$ cat src/rtl/sync_link_pkg.sv
// Definitions shared by both ends of the slow-rate sync-word link:
// frame field width, default preamble and the link-level state encoding.
package sync_link_pkg;

  localparam int FRAME_FIELD_BITS = 10;

  typedef logic [FRAME_FIELD_BITS-1:0] field_t;

  localparam field_t     SYNC_WORD_DEFAULT = 10'b1111011010;
  localparam logic [3:0] LAST_IDX          = 4'(FRAME_FIELD_BITS - 1);

  typedef enum logic [1:0] {
    IDLE = 2'd0,
    SYNC = 2'd1,
    DATA = 2'd2
  } link_state_e;

endpackage

$ cat src/rtl/bit_rate_gen.sv
// Bit-rate clock enable: counts 0..DIV_RATIO-1 while enabled and flags the
// last clk cycle of each serial bit.
module bit_rate_gen #(
  parameter int DIV_RATIO = 10
) (
  input  logic clk,
  input  logic rst_n,
  input  logic clear,
  input  logic enable,
  output logic tick
);

  localparam int            CW       = (DIV_RATIO > 1) ? $clog2(DIV_RATIO) : 1;
  localparam logic [CW-1:0] TERMINAL = CW'(DIV_RATIO - 1);

  logic [CW-1:0] count;

  // NOTE: sequential state is always written with <= so every flop samples
  // the pre-edge values of its neighbours, independent of statement order.
  always_ff @(posedge clk or negedge rst_n) begin
    if (!rst_n) begin
      count <= '0;
    end else if (clear) begin
      count <= '0;
    end else if (enable) begin
      count <= (count == TERMINAL) ? '0 : count + 1'b1;
    end
  end

  assign tick = enable && (count == TERMINAL);

endmodule

$ cat src/rtl/sync_frame_tx.sv
// Serial transmitter for the sync-word link: sends SYNC_WORD then a 10-bit
// payload, both LSB-first, each bit held for DIV_RATIO clk cycles.
module sync_frame_tx
  import sync_link_pkg::*;
#(
  parameter int     DIV_RATIO  = 10,
  parameter field_t SYNC_WORD  = SYNC_WORD_DEFAULT,
  parameter logic   IDLE_LEVEL = 1'b0
) (
  input  logic       clk,
  input  logic       rst_n,
  input  logic [9:0] data_i,
  input  logic       valid_i,
  output logic       ready_o,
  output logic       serial_o,
  output logic       busy_o,
  output logic       bit_tick_o,
  output logic       frame_done_o
);

  link_state_e state, next_state;
  logic [3:0]  idx, next_idx;
  field_t      payload, next_payload;
  logic        accept, in_frame, tick, last_bit, next_serial;

  assign in_frame = (state != IDLE);
  assign accept   = valid_i && (state == IDLE);
  assign last_bit = tick && (idx == LAST_IDX);

  bit_rate_gen #(
    .DIV_RATIO (DIV_RATIO)
  ) u_rate (
    .clk    (clk),
    .rst_n  (rst_n),
    .clear  (accept),
    .enable (in_frame),
    .tick   (tick)
  );

  // serial_o and frame_done_o are computed one step ahead so they come
  // straight out of flops and line up with the state they belong to.
  always_ff @(posedge clk or negedge rst_n) begin
    if (!rst_n) begin
      state        <= IDLE;
      idx          <= '0;
      payload      <= '0;
      serial_o     <= IDLE_LEVEL;
      frame_done_o <= 1'b0;
    end else begin
      state        <= next_state;
      idx          <= next_idx;
      payload      <= next_payload;
      serial_o     <= next_serial;
      frame_done_o <= (state == DATA) && last_bit;
    end
  end

  // NOTE: every always_comb output gets a default first, so no path through
  // the case statement can leave it unassigned and infer a latch.
  always_comb begin
    next_state   = state;
    next_idx     = idx;
    next_payload = payload;
    case (state)
      IDLE: begin
        if (valid_i) begin
          next_state   = SYNC;
          next_idx     = '0;
          next_payload = data_i;
        end
      end
      SYNC: begin
        if (tick) begin
          if (idx == LAST_IDX) begin
            next_state = DATA;
            next_idx   = '0;
          end else begin
            next_idx = idx + 4'd1;
          end
        end
      end
      DATA: begin
        if (tick) begin
          if (idx == LAST_IDX) begin
            next_state = IDLE;
            next_idx   = '0;
          end else begin
            next_idx = idx + 4'd1;
          end
        end
      end
      default: next_state = IDLE;
    endcase
  end

  always_comb begin
    ready_o     = (state == IDLE);
    busy_o      = in_frame;
    bit_tick_o  = tick;
    next_serial = IDLE_LEVEL;
    case (next_state)
      SYNC:    next_serial = SYNC_WORD[next_idx];
      DATA:    next_serial = next_payload[next_idx];
      default: next_serial = IDLE_LEVEL;
    endcase
  end

endmodule

$ cat config.mk
export PLATFORM = sky130hd
export DESIGN_NAME = sync_frame_tx
export DESIGN_NICKNAME = d
export VERILOG_FILES = /design/src/rtl/sync_link_pkg.sv /design/src/rtl/bit_rate_gen.sv /design/src/rtl/sync_frame_tx.sv
export SDC_FILE = /design/constraint.sdc
export NUM_CORES = 1
export LEC_CHECK = 0
export CAP_MARGIN = 15
export CORE_AREA = 5 5 71 73
export DETAILED_ROUTE_END_ITERATION = 8
export DIE_AREA = 0 0 76 78
export PLACE_DENSITY = 0.52
export SLEW_MARGIN = 20
export SYNTH_ARGS = -nofsm -noshare
export SYNTH_HDL_FRONTEND = slang
export SYNTH_SLANG_ARGS = --single-unit
$ cat constraint.sdc
create_clock -name clk -period 3.1 [get_ports clk]
set_input_delay 0.31 -clock clk [delete_from_list [all_inputs] [get_ports clk]]
set_output_delay 0.31 -clock clk [all_outputs]
set_load 0.01 [all_outputs]
==> Word level (Yosys, flattened, before mapping) <==
Memories as Yosys holds them, arrays and structs flattened.
Index checks and enable logic that the tools add are counted.
{ "totals": {"mem_count": 1, "mem_bits_ro": 16, "wordCells": 43, "output_inout_bits": 5, "reg_bits": 22, "input_bits": 13} }
{ "op_classes": {"muxes": 19, "addsub": 2, "n_reduce_logical": 8, "magnitude_cmp": 1, "n_eq_ne": 6} }
{ "memory_table": {"columns": ["memory", "words", "width", "read_ports", "rd_clocked_by_memory_dff", "write_ports", "line_no", "rtl"], "rows": [
  ["(name not given)", 16, 1, 1, 0, 0, "sync_frame_tx.sv:102", "SYNC: next_serial = SYNC_WORD[next_idx];"]
]} }
{ "op_table": {"columns": ["cell", "count"], "rows": [
  ["$mux W4", 6],
  ["$mux W10", 2],
  ["$mux W2", 5],
  ["$add A4 B1 Y4 const B", 2],
  ["$eq A4 B4 Y1 const B", 2],
  ["$pmux W4 S2", 1],
  ["$pmux W2 S3", 1],
  ["$lt A4 B5 Y1 const B", 1],
  ["$bmux W1 S4", 1],
  ["$eq A2 B1 Y1 const B", 2],
  ["$eq A2 B2 Y1 const B", 2],
  ["$logic_and A1 B1 Y1", 4],
  ["$reduce_bool A2 Y1", 2],
  ["$logic_not A2 Y1", 1],
  ["$mux W1", 2],
  ["$pmux W1 S2", 1],
  ["$reduce_or A2 Y1", 1]
]} }

==> Depth between registers and ports, before layout <==
Gate-level depths: netlist of run 1.
{ "depth": {"depth_word": 7, "mapped_depth": 16, "ltp_nobuf": 15} }

==> Modules after synthesis <==
Synthesis of run 1 repeated with hierarchy kept, for this count alone.
{ "hier_totals": {"hier_cells": 128, "hier_area_um2": 1366.3} }
{ "by_module_without_submodules": {"columns": ["module", "cells_per_inst", "area_per_inst_um2", "seq_area_each_um2", "instances"], "rows": [
  ["sync_frame_tx", 102, 1124.8, 450.4, 1],
  ["bit_rate_gen", 26, 241.5, 100.1, 1]
]} }

==> Least setup slack after synthesis of run 1 <==
Ideal clock, no wire load.
{ "synth_path": {"path_kind": "register -> register", "startpoint": "register state[0]", "endpoint": "register serial_o", "path_slack_ns": -0.032, "setup_time_ns": 0.096, "arrival_ns": 3.036, "period_less_slack_ns": 3.132, "stages_incl_launch_ff": 16, "path_buffers": 1, "required_time_ns": 3.004, "cell_sequence": "dfrtp_1 > inv_1 > ha_1 > buf_6 > nor3b_2 > nand2_1 > nor3_1 > nor2_1 > o21ai_0 > a21oi_1 > ha_1 > nor2b_1 > o21ai_0 > o21a_1 > o211a_1 > a311oi_2"} }
{ "synth_between": {"elab_cells_between_ends": 22, "classes_between": "eq/ne (4); mux (13); reduce/logical (4); memory (1)"} }
{ "synth_lines": {"columns": ["item", "line_no", "rtl"], "rows": [
  ["from (decl)", "sync_frame_tx.sv:21", "link_state_e state, next_state;"],
  ["from (signal assigned)", "sync_frame_tx.sv:50", "state <= next_state;"],
  ["$logic_not A2 Y1 *", null, null],
  ["via ready_o", "sync_frame_tx.sv:14", "output logic ready_o,"],
  ["$pmux W2 S3 *", "sync_frame_tx.sv:64", "case (state)"],
  ["via next_state[0]", "sync_frame_tx.sv:21", null],
  ["$eq A2 B2 Y1 or $eq A2 B1 Y1 (tied branches)", "sync_frame_tx.sv:101", "case (next_state)"],
  ["$pmux W1 S2 *", "sync_frame_tx.sv:101", null],
  ["via next_serial", "sync_frame_tx.sv:24", "logic accept, in_frame, tick, last_bit, next_serial;"],
  ["to (signal assigned)", "sync_frame_tx.sv:53", "serial_o <= next_serial;"],
  ["to (decl)", "sync_frame_tx.sv:15", "output logic serial_o,"]
]} }
The timed path passes the listed nets; every way through them passes the cells marked *. The select of a mux whose other input is x is not followed.
A chain may end at the register's enable or synchronous reset.

==> Worst setup path in the final report of run 1 <==
{ "layout_path": {"startpoint": "register state[0]", "endpoint": "register serial_o"} }
{ "layout_between": {"elab_cells_between_ends": 22, "classes_between": "eq/ne (4); mux (13); reduce/logical (4); memory (1)"} }
{ "layout_lines": {"columns": ["item", "line_no", "rtl"], "rows": [
  ["$reduce_bool A2 Y1", "sync_frame_tx.sv:26", "assign in_frame = (state != IDLE);"],
  ["$logic_and A1 B1 Y1", "bit_rate_gen.sv:30", "assign tick = enable && (count == TERMINAL);"],
  ["$mux W2 (on tied branches)", "sync_frame_tx.sv:83, sync_frame_tx.sv:73", null],
  ["$pmux W2 S3 *", "sync_frame_tx.sv:64", null],
  ["via next_state[0]", "sync_frame_tx.sv:21", null],
  ["$eq A2 B2 Y1 or $eq A2 B1 Y1 (tied branches)", "sync_frame_tx.sv:101", null],
  ["$pmux W1 S2 *", "sync_frame_tx.sv:101", null],
  ["via next_serial", "sync_frame_tx.sv:24", null]
]} }
Marked as above.

==> results of run 1 <==
what timing repair did:
action | in CTS | in global routing
hold buffers | 0 | 0
endpoints found under the setup margin | 0 | 1
buffers inserted | 0 | 2
resized for setup | 0 | 5
power groups by stage:
stage | logic (mW) | registers [mW] | clock network [mW]
3_3_place_gp | 0.536 | 0.434 | 0
5_1_grt | 0.628 | 0.447 | 0.230
2_1_floorplan | 0.400 | 0.422 | 0
4_1_cts | 0.553 | 0.436 | 0.224
3_5_place_dp | 0.549 | 0.443 | 0
6_report | 0.557 | 0.435 | 0.211
synthesized netlist by cell type (3+ instances only):
cell type  instances  area share, %
dfrtp_1           22             38
inv_1             15            3.9
o21ai_0           13            4.5
nand2_1           10            2.6
mux2i_1            8            5.6
nor2b_1            7            3.0
ha_1               6            5.2
nor2_1             6            1.6
a21oi_1            5            1.7
a31oi_1            4            1.7
nand2b_1           4            1.7
a21o_1             3            1.6
a22oi_1            3            1.6
a32oi_1            3            1.8
clkbuf_1           3           0.78
o31ai_1            3            1.6
cell families after synthesis:
family                   after synthesis  synth area share, %
adder cells (fa/ha/maj)                6                 5.23
AND/OR/NAND/NOR                       38                 14.6
buffers and inverters                 23                 6.97
multiplexers                          11                 7.93
XOR/XNOR                               2                 1.22
flip-flops                            22                 38.3
AO/OA/AOI/OAI                         50                 25.7
stage by stage:
step | utilization (%) | hold WS (ns) | setup slack (ns)
6_report | 41.0 | 0.0102 | 0.242
3_5_place_dp | 39.2 | 0.499 | 0.0710
3_3_place_gp | 39.2 | 0.480 | 0.273
5_1_grt | 41.0 | 0.0525 | 0.0205
2_1_floorplan | - | 0.0144 | 0.0399
4_1_cts | 40.4 | 0.520 | 0.0250
critical path: stages (launching register included):
cell	delay [ns]
dfrtp_1	0.40
inv_1	0.08
ha_1	0.22
nor3b_2	0.18
nand2_1	0.13
nor3_4	0.22
nor2_1	0.08
o21ai_1	0.12
a21oi_1	0.11
ha_1	0.34
nor2b_4	0.15
o21ai_0	0.09
o21a_1	0.19
o211a_1	0.23
a311oi_2	0.23
sequential cells by signal (all words and copies together) (netlist names):
signal,flops
frame_done_o,1
idx,4
payload,10
serial_o,1
state,2
u_rate.count,4
layer usage:
layer / global-route usage, % / part of all wire (%) / vias up
met3: 2.66 / 3.1 / 4
met1: 14.4 / 44 / 569
met5: 0 / 0 / -
met2: 22.1 / 52 / 23
met4: 3.74 / 1.2 / 0
li1: - / - / 586
area by class of cell:
type                       count  area (um2)  area share (%)
timing repair buffer          25         225            12.8
clock buffer                   4        55.1            3.13
sequential                    22         551            31.3
tap                           52        65.1            3.70
inverter                      16        60.1            3.41
multi-input combinational    107         805            45.7
worst max-delay path by stage:
stage	start	endpoint	slack [ns]	depth (start not counted)
global route	state[0]	serial_o	0.02	14
floorplan	state[0]	serial_o	0.04	15
detailed placement	state[1]	serial_o	0.07	14
finish	state[0]	serial_o	0.24	14
global placement	state[0]	serial_o	0.27	14
CTS	state[1]	serial_o	0.02	14
==> results.yml, run 1 <==
die:
  die_w_um: 76
  fp.dieH_um: 78
  die_area_mm2: 0.00593
  placementRows: 24
  start_util_pct: 33.4
  core_mm2: 0.00429
  pin_count: 18
setup_path:
  r2r_end: "serial_o"
  critPathKind: "register to register"
  required_ns: 3.28
  r2r_cells: 14
  critPathCaptureType: "register"
  crit_arrival_ns: 3.03
  reg2reg_slack_ns: 0.24
  cp_max_fo: 4
  timing.rr.start: "state[0]"
  start_kind: "register"
global_routing:
  grt_use_total_pct: 12.2
  grt_start_max_net_pins: 23
  antenna_found_initial: 0
  grt_pass1_wl_um: 5950
  grt_pass1_vias: 1253
  grt_remaining_overflow: 0
timing:
  max_freq_mhz: 350
  period_needed_ns: 2.86
  clock_skew_ns: 0.00291
  slew_headroom_pct: 61.6
  worstMarginPinSlew_ns: 0.570
  fin_crit_sh_pct: 92.2
  final-max-slew-violation-count: 0
  finalSetupTns_ns: 0
  hold_viol: 0
  finalSetupViolCount: 0
  rsz0062_at_grt: "no"
power:
  p_total_mw: 1.20
  switching_share_pct: 38.9
  p_per_area_mw_per_mm2: 684
  p_clk_share_pct: 17.6
  ir_drop_mv: 0.308
  internal-power_mw: 0.735
  power_frac_seq_pct: 36.2
  p_leak_nw: 0.817
  p_sw_mw: 0.469
  p_comb_share_pct: 46.3
drt:
  wl_per_cell_um: 15.3
  drt-pass1-iter-count: 4
  vias_per_cell: 5.23
  drc_errors: 0
  routed_wl_um: 3460
  ant_nets: 0
  drt_iter0_drc: 82
  via_count: 1182
synthesis:
  yosysSeqAreaShare_pct: 38.3
  ys.flop_type: "dfrtp_1"
  avgSynthCellArea_um2: 9.45
  synth_fp_nets: 171
  yosysWarnings: 0
  synth_area_mm2: 0.00144
  synthCells: 152
  synth_edf_count: 0
  ys_ff_latch: 22
  synth_cell_types: 48
  async_reset_ff_share_pct: 100
finish:
  nFillCells: 438
  fin_nets: 194
  stdcell_count: 226
  final_common_cell: "dfrtp_1"
  stdcell_area_mm2: 0.00176
  diodes: 0
  mostFrequentLayoutCells: "dfrtp_1, clkdlybuf4s50_1, inv_1"
  drive_above_1_share_pct: 14.9
  area_growth_pct: 22.6
cts:
  cts_made_buffers: 3
  path_clk_slew_ns: 0.08
  cts-root-buf: "clkbuf_8"
  clk_latency_ns: 0.26
  cts_tree: "done"
  clockBufferDepth: 2
  cts.sinks: 22
  htreeDepth: 1
placed_design:
  place_congestion: 0.800
  dpl_cell_area_mm2: 0.00168
  placed_cells: 220
  place_hpwl_um: 2630
  io_buffers: 17
status:
  outcome: "finished, final reports clean"
run:
  cap_viol_max_count: 0
worst_hold_path:
  hp-class: "primary input to asynchronous set/reset pin"
Note: power is estimated with default switching activity, not from simulation.
==> run 2: changes to the inputs <==
- CAP_MARGIN: 15 -> unset
==> results of run 2 <==
Final layout, timing and power as in run 1 (identical DEF).
==> run 3: changes to the inputs <==
- CORE_AREA: 5 5 71 73 -> 5 5 69 71
- DIE_AREA: 0 0 76 78 -> 0 0 74 76
- SYNTH_HIERARCHICAL: unset -> 1
==> results.yml, run 3 <==
cts:
  cts_hold_buf: 0
  cts_made_buffers: 3
  clk_latency_ns: 0.27
  cts-root-buf: "clkbuf_8"
  cts_tree: "done"
  path_clk_slew_ns: 0.09
  htreeDepth: 1
  clockBufferDepth: 2
  cts.sinks: 22
run:
  cap_viol_max_count: 0
global_routing:
  grt_use_total_pct: 11.0
  grt_pass1_vias: 1087
  grt_remaining_overflow: 0
  grt_pass1_wl_um: 5020
  grt_start_max_net_pins: 23
  antenna_found_initial: 0
placed_design:
  place_hpwl_um: 2210
  place_congestion: 0.821
  dpl_cell_area_mm2: 0.00163
  io_buffers: 17
  dp_slack_ns: 0.0559
timing:
  hold_viol: 0
  max_freq_mhz: 349
  fin_ws_ns: 0.231
  slew_headroom_pct: 65.3
  finalSetupTns_ns: 0
  worstMarginPinSlew_ns: 0.520
  finalSetupViolCount: 0
  whs_ns: 0.00848
  period_needed_ns: 2.87
  clock_skew_ns: 0.00798
  fin_crit_sh_pct: 92.6
  final-max-slew-violation-count: 0
setup_path:
  r2r_end: "serial_o"
  timing.rr.start: "state[1]"
  start_kind: "register"
  cp_max_fo: 5
  cp_slowest_stage_delay_ns: 0.53
  required_ns: 3.24
  critPathCaptureType: "register"
  crit_chain: "inv_1 > ha_4 > inv_2 > inv_1 > nor2_2 > buf_4 > buf_4 > inv_1 > o311ai_2 > buf_4 > mux2_1 > nor2_1 > a211oi_1 > or4_1"
  crit_end: "serial_o"
  critPathKind: "register to register"
  r2r_cells: 14
  crit_arrival_ns: 3.01
  cp-startpoint: "state[1]"
  reg2reg_slack_ns: 0.23
  crit_slowest_cell: "or4_1"
synthesis:
  synthMuxAreaShare_pct: 18.3
  synthTopCellsByArea: "dfrtp_1, mux2_2, ha_1, mux2i_1, mux4_2"
  ys_ff_latch: 22
  avgSynthCellArea_um2: 10.7
  synthAdderAreaFrac_pct: 7.33
  ys.flop_type: "dfrtp_1"
  synthCells: 128
  synth_cell_types: 40
  synth_fp_nets: 149
  synth_area_mm2: 0.00137
  yosysMostFrequentCell: "dfrtp_1"
  synth-xor-area-share_pct: 0.641
  synth_compound_area_share_pct: 11.7
  async_reset_ff_share_pct: 100
  synth_top_cell_area_share_pct: 40.3
  synth_simple_gate_area_share_pct: 17.9
  synth_edf_count: 0
  synth_area_leader_cell: "dfrtp_1"
  synth_top_family_by_area: "multiplexers"
  synth_commonest_cells: "dfrtp_1, mux2_2, inv_1, nand2_1, ha_1"
  yosysWarnings: 6
  yosysSeqAreaShare_pct: 40.3
drt:
  ant_nets: 0
  wl_per_cell_um: 14.2
  routed_wl_um: 2980
  drt-pass1-iter-count: 4
  vias_per_cell: 5.09
  drc_errors: 0
  via_count: 1063
  drt_iter0_drc: 28
power:
  power_frac_seq_pct: 38.8
  internal-power_mw: 0.764
  p_clk_share_pct: 18.4
  ir_drop_mv: 0.284
  p_sw_mw: 0.382
  p_total_mw: 1.15
  p_comb_share_pct: 42.7
  p_leak_nw: 0.749
  switching_share_pct: 33.3
  p_per_area_mw_per_mm2: 653
finish:
  final_common_cell: "dfrtp_1"
  largest_register_ffs: 10
  mostFrequentLayoutCells: "dfrtp_1, clkdlybuf4s50_1, mux2_2"
  area_growth_pct: 28.6
  fin_nets: 179
  diodes: 0
  stdcell_area_mm2: 0.00176
  largest-register: "payload"
  drive_above_1_share_pct: 29.3
  nFillCells: 393
  reg_top3: "payload x10, idx x4, u_rate/count x4"
die:
  die_area_mm2: 0.00562
  core_mm2: 0.00417
  fp.dieH_um: 76
  start_util_pct: 32.7
  die_w_um: 74
  placementRows: 24
  pin_count: 18
status:
  outcome: "finished, final reports clean"
worst_hold_path:
  hp-class: "primary input to asynchronous set/reset pin"
[run 3: how the worst min path moves through the flow]
stage          startpoint           end  slack (ns)  cells past startpoint
2_1_floorplan       rst_n  frame_done_o        0.01                      0
3_3_place_gp   payload[8]    payload[8]        0.48                      1
3_5_place_dp   payload[6]    payload[6]        0.49                      1
4_1_cts        payload[0]    payload[0]        0.51                      1
5_1_grt             rst_n    payload[5]        0.05                      1
6_report            rst_n    payload[7]       0.008                      1
[run 3: cell type report]
type                            instances  area, um2  share of cell area, %
Multi-Input combinational cell         94        807                   45.9
Sequential cell                        22        552                   31.4
Timing Repair Buffer                   27        240                   13.7
Tap cell                               52       65.1                   3.70
Clock buffer                            4       55.1                   3.13
Inverter                               10       37.5                   2.14
[run 3: power by group through the flow]
stage                     combinational, mW  sequential [mW]  clock [mW]
after floorplan                       0.321            0.428           0
after global placement                0.443            0.439           0
after detailed placement              0.449            0.445           0
after CTS                             0.450            0.439       0.220
after global routing                  0.544            0.460       0.229
final                                 0.490            0.445       0.211
[run 3: repair_timing]
item,CTS,global route
gates resized for setup,0,12
endpoints found under the hold margin,0,0
setup endpoints to repair,0,1
buffers inserted,0,5
[run 3: cells by family (layout without fill, tap and decap cells)]
logic type	Yosys count	in the layout
AO/OA/AOI/OAI	24	24
XOR/XNOR	1	1
adder cells (fa/ha/maj)	8	8
buffers and inverters	12	41
flip-flops	22	22
multiplexers	21	21
AND/OR/NAND/NOR	40	40
[run 3: metal layers]
| metal | GRT usage, % | part of all wire, % | wire, um |
|---|---|---|---|
| met1 | 13.3 | 43 | 1270 |
| met2 | 19.2 | 52 | 1560 |
| met3 | 2.24 | 3.5 | 105 |
| met4 | 3.26 | 1.5 | 44 |
| met5 | 0 | 0 | 0 |
[run 3: critical path, delay by kind of cell, from the launching register on]
family          cells  cell delay (ns)
simple gates        3             0.76
buf+inv             7             0.72
flops               1             0.40
compound gates      2             0.36
mux                 1             0.32
fa+ha+maj           1             0.18
[run 3: metrics by stage]
| step | utilization [%] | cells |
|---|---|---|
| global placement | 39.1 | 200 |
| CTS | 40.4 | 204 |
| detailed placement | 39.1 | 200 |
| global route | 42.1 | 209 |
| floorplan | - | 128 |
| finish | 42.1 | 209 |
